### config.mk
export PLATFORM = sky130hd
export DESIGN_NAME = rbz_spi_sequencer
export DESIGN_NICKNAME = d
export VERILOG_FILES = /design/src/rtl/rbz_spi_sequencer.sv
export SDC_FILE = /design/constraint.sdc
export NUM_CORES = 1
export LEC_CHECK = 0
export BUFFER_PORTS_ARGS = -buffer_cell sky130_fd_sc_hd__buf_2
export CAP_MARGIN = 20
export CORE_UTILIZATION = 45
export DETAILED_ROUTE_END_ITERATION = 12
export GPL_TIMING_DRIVEN = 0
export PLACE_DENSITY_LB_ADDON = 0.25
export SLEW_MARGIN = 30
export SYNTH_ARGS = -nofsm -noshare
export SYNTH_HDL_FRONTEND = slang
export SYNTH_SLANG_ARGS = --single-unit
export TNS_END_PERCENT = 1
### constraint.sdc
create_clock -name clk -period 10.4 [get_ports clk]
set_input_delay 2.08 -clock clk [delete_from_list [all_inputs] [get_ports clk]]
set_output_delay 2.08 -clock clk [all_outputs]
set_load 0.01 [all_outputs]
### src/rtl/rbz_spi_sequencer.sv
// Wishbone-programmed SPI frame generator that drives either rbzero SPI port.
// Mode-0 frames of 1..64 bits, MSB first, with sticky DONE/ERR and an IRQ pulse.
module rbz_spi_sequencer #(
    parameter logic [7:0] DIV_RESET = 8'd3
) (
    input  logic        clk,
    input  logic        reset,
    input  logic        wbs_cyc_i,
    input  logic        wbs_stb_i,
    input  logic        wbs_we_i,
    input  logic [3:0]  wbs_sel_i,
    input  logic [3:0]  wbs_adr_i,
    input  logic [31:0] wbs_dat_i,
    output logic        wbs_ack_o,
    output logic [31:0] wbs_dat_o,
    output logic        vec_sclk,
    output logic        vec_mosi,
    output logic        vec_ss_n,
    output logic        reg_sclk,
    output logic        reg_mosi,
    output logic        reg_ss_n,
    output logic        busy,
    output logic        irq
);

    typedef enum logic [2:0] {
        S_IDLE,
        S_SETUP,
        S_HIGH,
        S_LOW,
        S_HOLD,
        S_GAP
    } state_t;

    state_t      state_q, state_d;
    logic [7:0]  cnt_q, cnt_d;
    logic [5:0]  bit_q, bit_d;
    logic [63:0] data_q, data_d;
    logic [7:0]  div_q, div_d;
    logic        target_q, target_d;
    logic        irq_en_q, irq_en_d;
    logic [5:0]  len_q, len_d;
    logic        done_q, done_d;
    logic        err_q, err_d;
    logic        ack_q, ack_d;
    logic [31:0] dat_q, dat_d;
    logic        vec_sclk_q, vec_sclk_d;
    logic        vec_mosi_q, vec_mosi_d;
    logic        vec_ss_n_q, vec_ss_n_d;
    logic        reg_sclk_q, reg_sclk_d;
    logic        reg_mosi_q, reg_mosi_d;
    logic        reg_ss_n_q, reg_ss_n_d;
    logic        busy_q, busy_d;
    logic        irq_q, irq_d;

    logic        access, wr_en, rd_en, active, fin, start_go;
    logic        sclk_n, mosi_n, ssn_n;
    logic [31:0] status;
    logic        unused_adr;

    assign access     = wbs_cyc_i & wbs_stb_i & ~ack_q;
    assign wr_en      = access & wbs_we_i;
    assign rd_en      = access & ~wbs_we_i;
    assign active     = (state_q != S_IDLE);
    assign fin        = (state_q == S_GAP) && (cnt_q == 8'd0);
    assign unused_adr = ^wbs_adr_i[1:0];
    assign status     = {18'd0, len_q, 3'd0, irq_en_q, target_q,
                         err_q, done_q, active};

    function automatic logic [31:0] merge(input logic [31:0] old_v,
                                          input logic [31:0] new_v,
                                          input logic [3:0]  sel);
        logic [31:0] r;
        for (int b = 0; b < 4; b++) begin
            r[b*8 +: 8] = sel[b] ? new_v[b*8 +: 8] : old_v[b*8 +: 8];
        end
        return r;
    endfunction

    // Register file and bus side; every write during a frame only raises ERR.
    always_comb begin
        ack_d    = access;
        dat_d    = dat_q;
        data_d   = data_q;
        div_d    = div_q;
        target_d = target_q;
        irq_en_d = irq_en_q;
        len_d    = len_q;
        done_d   = done_q;
        err_d    = err_q;
        start_go = 1'b0;
        if (wr_en) begin
            if (active) begin
                err_d = 1'b1;
            end else begin
                unique case (wbs_adr_i[3:2])
                    2'd0: begin
                        if (wbs_sel_i[0]) begin
                            start_go = wbs_dat_i[0];
                            target_d = wbs_dat_i[1];
                            irq_en_d = wbs_dat_i[2];
                            if (wbs_dat_i[4]) begin
                                done_d = 1'b0;
                                err_d  = 1'b0;
                            end
                        end
                        if (wbs_sel_i[1]) begin
                            len_d = wbs_dat_i[13:8];
                        end
                    end
                    2'd1: data_d[63:32] = merge(data_q[63:32], wbs_dat_i,
                                                wbs_sel_i);
                    2'd2: data_d[31:0] = merge(data_q[31:0], wbs_dat_i,
                                               wbs_sel_i);
                    2'd3: begin
                        if (wbs_sel_i[0]) begin
                            div_d = wbs_dat_i[7:0];
                        end
                    end
                endcase
            end
        end
        if (rd_en) begin
            unique case (wbs_adr_i[3:2])
                2'd0: dat_d = status;
                2'd1: dat_d = data_q[63:32];
                2'd2: dat_d = data_q[31:0];
                2'd3: dat_d = {24'd0, div_q};
            endcase
        end
        if (fin) begin
            done_d = 1'b1;
        end
    end

    // Frame sequencer; outputs are derived from the next state and registered.
    always_comb begin
        state_d = state_q;
        cnt_d   = cnt_q;
        bit_d   = bit_q;
        if (state_q == S_IDLE) begin
            if (start_go) begin
                state_d = S_SETUP;
                cnt_d   = div_q;
                bit_d   = len_d;
            end
        end else if (cnt_q != 8'd0) begin
            cnt_d = cnt_q - 8'd1;
        end else begin
            cnt_d = div_q;
            unique case (state_q)
                S_SETUP: state_d = S_HIGH;
                S_HIGH: begin
                    if (bit_q == 6'd0) begin
                        state_d = S_HOLD;
                    end else begin
                        state_d = S_LOW;
                        bit_d   = bit_q - 6'd1;
                    end
                end
                S_LOW:   state_d = S_HIGH;
                S_HOLD:  state_d = S_GAP;
                default: state_d = S_IDLE;
            endcase
        end

        sclk_n = (state_d == S_HIGH);
        mosi_n = (state_d inside {S_SETUP, S_HIGH, S_LOW}) & data_q[bit_d];
        ssn_n  = !(state_d inside {S_SETUP, S_HIGH, S_LOW, S_HOLD});

        vec_sclk_d = sclk_n & ~target_d;
        vec_mosi_d = mosi_n & ~target_d;
        vec_ss_n_d = ssn_n | target_d;
        reg_sclk_d = sclk_n & target_d;
        reg_mosi_d = mosi_n & target_d;
        reg_ss_n_d = ssn_n | ~target_d;
        busy_d     = (state_d != S_IDLE);
        irq_d      = fin & irq_en_q;
    end

    always_ff @(posedge clk) begin
        if (reset) begin
            state_q    <= S_IDLE;
            cnt_q      <= 8'd0;
            bit_q      <= 6'd0;
            data_q     <= 64'd0;
            div_q      <= DIV_RESET;
            target_q   <= 1'b0;
            irq_en_q   <= 1'b0;
            len_q      <= 6'd0;
            done_q     <= 1'b0;
            err_q      <= 1'b0;
            ack_q      <= 1'b0;
            dat_q      <= 32'd0;
            vec_sclk_q <= 1'b0;
            vec_mosi_q <= 1'b0;
            vec_ss_n_q <= 1'b1;
            reg_sclk_q <= 1'b0;
            reg_mosi_q <= 1'b0;
            reg_ss_n_q <= 1'b1;
            busy_q     <= 1'b0;
            irq_q      <= 1'b0;
        end else begin
            state_q    <= state_d;
            cnt_q      <= cnt_d;
            bit_q      <= bit_d;
            data_q     <= data_d;
            div_q      <= div_d;
            target_q   <= target_d;
            irq_en_q   <= irq_en_d;
            len_q      <= len_d;
            done_q     <= done_d;
            err_q      <= err_d;
            ack_q      <= ack_d;
            dat_q      <= dat_d;
            vec_sclk_q <= vec_sclk_d;
            vec_mosi_q <= vec_mosi_d;
            vec_ss_n_q <= vec_ss_n_d;
            reg_sclk_q <= reg_sclk_d;
            reg_mosi_q <= reg_mosi_d;
            reg_ss_n_q <= reg_ss_n_d;
            busy_q     <= busy_d;
            irq_q      <= irq_d;
        end
    end

    assign wbs_ack_o = ack_q;
    assign wbs_dat_o = dat_q;
    assign vec_sclk  = vec_sclk_q;
    assign vec_mosi  = vec_mosi_q;
    assign vec_ss_n  = vec_ss_n_q;
    assign reg_sclk  = reg_sclk_q;
    assign reg_mosi  = reg_mosi_q;
    assign reg_ss_n  = reg_ss_n_q;
    assign busy      = busy_q;
    assign irq       = irq_q;

endmodule

### Word-level counts from Yosys, hierarchy flattened

Cells that the tools add are included.
Widths: inputs -> output; s select.

| word-level totals | value |
|---|---|
| logic and storage cells | 126 |
| output and inout bits | 41 |
| bits in registers | 140 |
| latch bits | 0 |
| ROM bits | 0 |
| memories | 0 |
| RAM bits | 0 |
| input port bits | 45 |

| operators by class | value |
|---|---|
| muxes and demuxes | 35 |
| order comparisons | 1 |
| reductions and logical operators | 31 |
| divide/modulo/power cells | 0 |
| eq/ne operators | 14 |
| $add $sub $neg | 2 |
| shift-type cells | 0 |
| multipliers | 0 |
| bitwise logic cells | 16 |

Operators by type and width:

| kind | count |
|---|---|
| $pmux 32 s4 | 1 |
| $mux 6 | 9 |
| $reduce_and 4->1 | 11 |
| $mux 8 | 3 |
| $mux 1 | 16 |
| $reduce_bool 2->1 | 7 |
| $eq 3x2->1 const B | 4 |
| $mux 3 | 4 |
| $and 1x1->1 | 10 |
| $eq 3x3->1 const B | 3 |
| $pmux 3 s3 | 1 |
| $reduce_bool 3->1 | 3 |
| $logic_not 8->1 | 1 |
| $reduce_bool 8->1 | 1 |
| $sub 8x1->8 const B | 1 |
| $lt 6x7->1 const B | 1 |
| $bmux 1 s6 | 1 |
| $eq 3x1->1 const B | 2 |
| $logic_not 6->1 | 1 |
| $sub 6x1->6 const B | 1 |
| $reduce_and 5->1 | 1 |
| $eq 2x2->1 const B | 2 |
| $not 1->1 | 4 |
| $reduce_bool 4->1 | 1 |
| 9 further kinds | 10 |

### Depth between registers and ports, before layout

| logic depth | value |
|---|---|
| depth in word-level cells | 10 |
| mapped depth | 15 |
| gate-level depth less buffers | 11 |

### Least setup slack after synthesis

OpenSTA, ideal clock, no wires.

| timing | value |
|---|---|
| path kind | input to register |
| start point | input port wbs_adr_i[3] |
| end point | register reg_mosi_q (netlist: reg_mosi) |
| path buffers | 2 |
| arrival | 4.255 ns |
| library setup time | 0.134 ns |
| required time | 10.266 ns |
| stages on the path | 11 |
| slack | 6.011 ns |
| cells stage by stage | buf_2 > nor2_1 > a41oi_2 > buf_2 > nor3_1 > o22ai_2 > o21ai_0 > nor3_1 > or4_1 > o21ai_1 > nor4_1 |

| on the way | value |
|---|---|
| cells in the longest elaborated chain, start to end | 10 |
| elaborated cells between the ends (all ways) | 22 |
| those cells by class | eq/ne (3); mux (15); bitwise (2); reduce/logical (2) |

RTL lines:

| item | line | source |
|---|---|---|
| start, declared | 12 | `input logic [3:0] wbs_adr_i,` |
| $logic_not 2->1 * | 96 | `unique case (wbs_adr_i[3:2])` |
| $mux 6 or $mux 1 (tied branches) | 96 |  |
| $mux 6 or $mux 1 (tied branches) | 93 | `if (active) begin` |
| $mux 6 or $mux 1 (tied branches) | 92 | `if (wr_en) begin` |
| $mux 6 or $mux 3 (tied branches) | 142 | `if (start_go) begin` |
| $mux 6 or $mux 3 (tied branches) | 141 | `if (state_q == S_IDLE) begin` |
| $bmux 1 s6 (tied with other cells) | 168 | `mosi_n = (state_d inside {S_SETUP, S_HIGH, S_LOW}) & data_q[bit_d];` |
| $mux 1 (not written as such) or $reduce_bool 3->1 (tied branches) | 168 |  |
| $and 1x1->1 | 168 |  |
| $and 1x1->1 * | 175 | `reg_mosi_d = mosi_n & target_d;` |
| end signal, assigned | 220 | `reg_mosi_q <= reg_mosi_d;` |
| end, declared | 51 | `logic reg_mosi_q, reg_mosi_d;` |

Every way passes the cells marked *; elsewhere a longest branch is shown, timed or not. The select of a mux whose other input is x is not followed.
A chain may end at the register's enable or synchronous reset.

### Final worst setup path

| timing | value |
|---|---|
| start point | input port wbs_we_i |
| end point | register reg_mosi_q (netlist: reg_mosi) |

| on the way | value |
|---|---|
| cells in the longest elaborated chain, start to end | 8 |
| elaborated cells between the ends (all ways) | 16 |
| those cells by class | eq/ne (3); mux (9); bitwise (3); reduce/logical (1) |

RTL lines:

| item | line | source |
|---|---|---|
| start, declared | 10 | `input logic wbs_we_i,` |
| $and 1x1->1 * | 62 | `assign wr_en = access & wbs_we_i;` |
| $mux 6 or $mux 1 (tied branches) | 92 |  |
| $mux 6 or $mux 3 (tied branches) | 142 |  |
| $mux 6 or $mux 3 (tied branches) | 141 |  |
| $bmux 1 s6 (tied with other cells) | 168 |  |
| $mux 1 (not written as such) or $reduce_bool 3->1 (tied branches) | 168 |  |
| $and 1x1->1 | 168 |  |
| $and 1x1->1 * | 175 |  |

Marked as above.

==> flow_summary_export.csv <==
group,metric,value,unit
cts,clk_pin_slew,0.06,ns
global_routing,grt_max_degree,17,
critical_path,arrival,5.39,ns
route,firstDrtPassIters,6,
synthesis,syn_inst,826,
synthesis,yosysWarnings,0,
synthesis,yosys_register_bits,140,
timing,worst_slack,5.277,ns
die,std_cell_rows,46,
timing,rsz0062_at_grt,"no",
cts,cts_tree,"done",
place,place.gp.congestion,1.010,
critical_path,path_max_fanout,10,
route,wire_per_inst,20.96,um
cts,ctsHoldBuffers,0,
critical_path,critical_path_required,10.67,ns
route,postRouteAntennaNets,0,
route,via_per_inst,6.082,
synthesis,post_synth_num_cell_types,76,
route,routed_wl,24170,um
timing,period_share,49.26,%
critical_path,startpoint_type,"input port",
global_routing,grt_antenna_before_repair,0,
synthesis,synth_seq_area_share,38.65,%
finish,nNetsFinal,973,
route,drc_errors,0,
critical_path,cp-end-kind,"register",
place,port_buffers,79,
timing,fin_crit,5.123,ns
cts,cts_max_level,4,
global_routing,grt_pass1_wl,36450,um
synthesis,synth.avg_cell_area,8.778,um2
timing,finalHoldViolCount,0,
place,dp_hpwl,17630,um
finish,num-fill-cells,1483,
finish,drive_gt1_share,16.33,%
critical_path,rr_endpoint,"reg_mosi$_SDFF_PP0_",
min_path,hold_end,"wbs_dat_o[3]$_SDFFE_PP0P_",
cts,clk_latency,0.43,ns
die,ios,86,
route,drt_iter0_markers,834,
finish,n_antenna_cell,0,
synthesis,synth_flop_cell,"dfxtp_1",
place,pre_cts_ws,5.045,ns
global_routing,grt_overflow,0,
synthesis,syn_nets,875,
cts,max-clock-path-buffers,2,
power,irDropWorstVdd,107.0,uV
global_routing,grt_util_all_layers,29.65,%
cts,cts-root-buf,"clkbuf_16",
min_path,min_from,"wbs_dat_o[3]$_SDFFE_PP0P_",
synthesis,synth-edff-count,0,
outcome,status,"complete, no violations",
timing,finalMaxSlewViolations,0,
timing,worstMarginPinSlew,0.9501,ns
critical_path,crit_type,"input port to register",
die,die_h,128.9,um
finish,utilization,54.19,%
min_path,hold_path_class,"register to register",
critical_path,worstReg2RegStart,"bit_q[0]$_SDFF_PP0_",
power,cellLeakagePower,0.003476,uW
die,dieArea,16620,um2
critical_path,rrSetupSlack,5.61,ns
power,power.density,180.7,nW/um2
timing,max_slew_margin,36.66,%
finish,area_growth,18.29,%
timing,final.setup.tns,0,ns
timing,fin_skew,0.007448,ns
synthesis,async_flop_share,0,%
cts,postCtsSetupBuffers,0,
die,die_w,128.9,um
die,core_area,15830,um2
cts,cts_resized,0,
route,via_count,7012,
cts,clock_sinks,140,
timing,fmax,195.2,MHz
cts,cts_buffers,17,
die,start_util,45.81,%
min_path,hold_depth,2,
timing,setup_viol,0,
synthesis,syn_area,7251,um2
run,drv_cap,0,
critical_path,ff2ff_path_depth,15,
global_routing,grt_pass1_vias,6335,
worst max-delay path, cell delays in order:
cell      delay [ns]
buf_2           0.10
and4b_1         0.31
clkbuf_1        0.40
nand4_1         0.19
buf_2           0.26
o21ai_2         0.26
clkbuf_1        0.53
nor2_1          0.07
o21ai_0         0.18
o221ai_1        0.19
o21ai_0         0.23
nor4b_1         0.12
nor4_1          0.47
report_power, final:
part	internal (uW)	switching [uW]	leakage [uW]
clock	445	235	0.000324
combinational	99.3	205	0.00202
sequential	555	10.8	0.00113
routing by layer:
| layer | up-vias | wire length (um) | track usage [%] |
|---|---|---|---|
| met5 | - | 0 | 0 |
| met4 | 0 | 712 | 11.83 |
| met3 | 55 | 2288 | 8.233 |
| met2 | 368 | 10280 | 44.07 |
| met1 | 3316 | 10890 | 40.48 |
| li1 | 3273 | - | - |
through the flow:
stage / std cells / power (uW) / instance area, um2 / hold slack, ns
3_5_place_dp: 1121 / 874.4 / 7916 / 0.4781
5_1_grt: 1153 / 1602 / 8577 / 0.5086
2_1_floorplan: 826 / 779.7 / 7251 / 0.4413
4_1_cts: 1153 / 1546 / 8577 / 0.4888
6_report: 1153 / 1550 / 8577 / 0.4878
3_3_place_gp: 1121 / 872.4 / 7916 / 0.4650
synthesized netlist by cell type, drive strengths merged, types with 7 or more instances:
cell type	n	area, um2
dfxtp	140	2803
a31oi	7	43.79
o221ai	14	122.6
mux2i	99	991.0
a211oi	34	255.2
o211ai	8	60.06
buf	16	85.08
nand3	16	80.08
mux2	7	78.83
o21ai	27	142.6
inv	7	26.28
o22a	10	87.58
nor2b	10	62.56
nor3	18	111.4
nand2	43	161.4
clkbuf	45	168.9
nor2	159	604.3
a21oi	26	130.1
o22ai	19	138.9
a22oi	27	202.7
registers in the layout, indices dropped and copies added, names as in the netlist, 3 cells and up:
signal,count
data_q,64
wbs_dat_o,32
cnt_q,8
div_q,8
bit_q,6
len_q,6
state_q,3
cell families after synthesis:
| kind of cell | Yosys count | share of synthesized area [%] |
|---|---|---|
| fa+ha+maj | 4 | 0.6903 |
| flops | 140 | 38.65 |
| buf+inv | 69 | 3.917 |
| mux | 111 | 16.31 |
| simple gates | 297 | 19.55 |
| compound gates | 205 | 20.88 |
how the worst max path moves through the flow:
stage | end | startpoint | slack, ns
6_report | reg_mosi$_SDFF_PP0_ | wbs_we_i | 5.28
5_1_grt | reg_mosi$_SDFF_PP0_ | wbs_we_i | 5.16
4_1_cts | reg_mosi$_SDFF_PP0_ | wbs_we_i | 5.47
3_5_place_dp | reg_mosi$_SDFF_PP0_ | wbs_we_i | 5.04
3_3_place_gp | reg_mosi$_SDFF_PP0_ | wbs_we_i | 5.00
2_1_floorplan | reg_mosi$_SDFF_PP0_ | wbs_adr_i[3] | 6.01
cell type report:
type	instances	area, um2	share of cell area (%)
well taps	216	270.3	3.151
clock buffers	22	474.2	5.529
inverters	8	30.03	0.3501
repair buffers	79	395.4	4.610
plain buffers	61	254.0	2.961
multi-input cells	617	4164	48.55
flip-flops and latches	140	2803	32.68
clock inverters	10	186.4	2.174
cell usage in the layout, fill, tap and decap left out, types with 5 or more instances in the layout:
cell type,instances
mux4_2,5
o211ai_1,8
clkbuf_1,47
a22oi_1,27
nand4_1,6
nand3_1,16
o221ai_1,14
bufinv_16,5
or3_1,6
buf_2,90
nand2_1,43
o22ai_1,17
a31oi_1,7
nor2_1,158
nor2b_1,10
o21ai_0,23
inv_1,7
clkbuf_16,17
nor3_1,15
a211oi_1,34
mux2_2,7
dfxtp_1,140
o22a_1,10
nor4_1,6
o21a_1,5
a21oi_1,26
mux2i_1,99
Power figures use the tool's default switching activity.
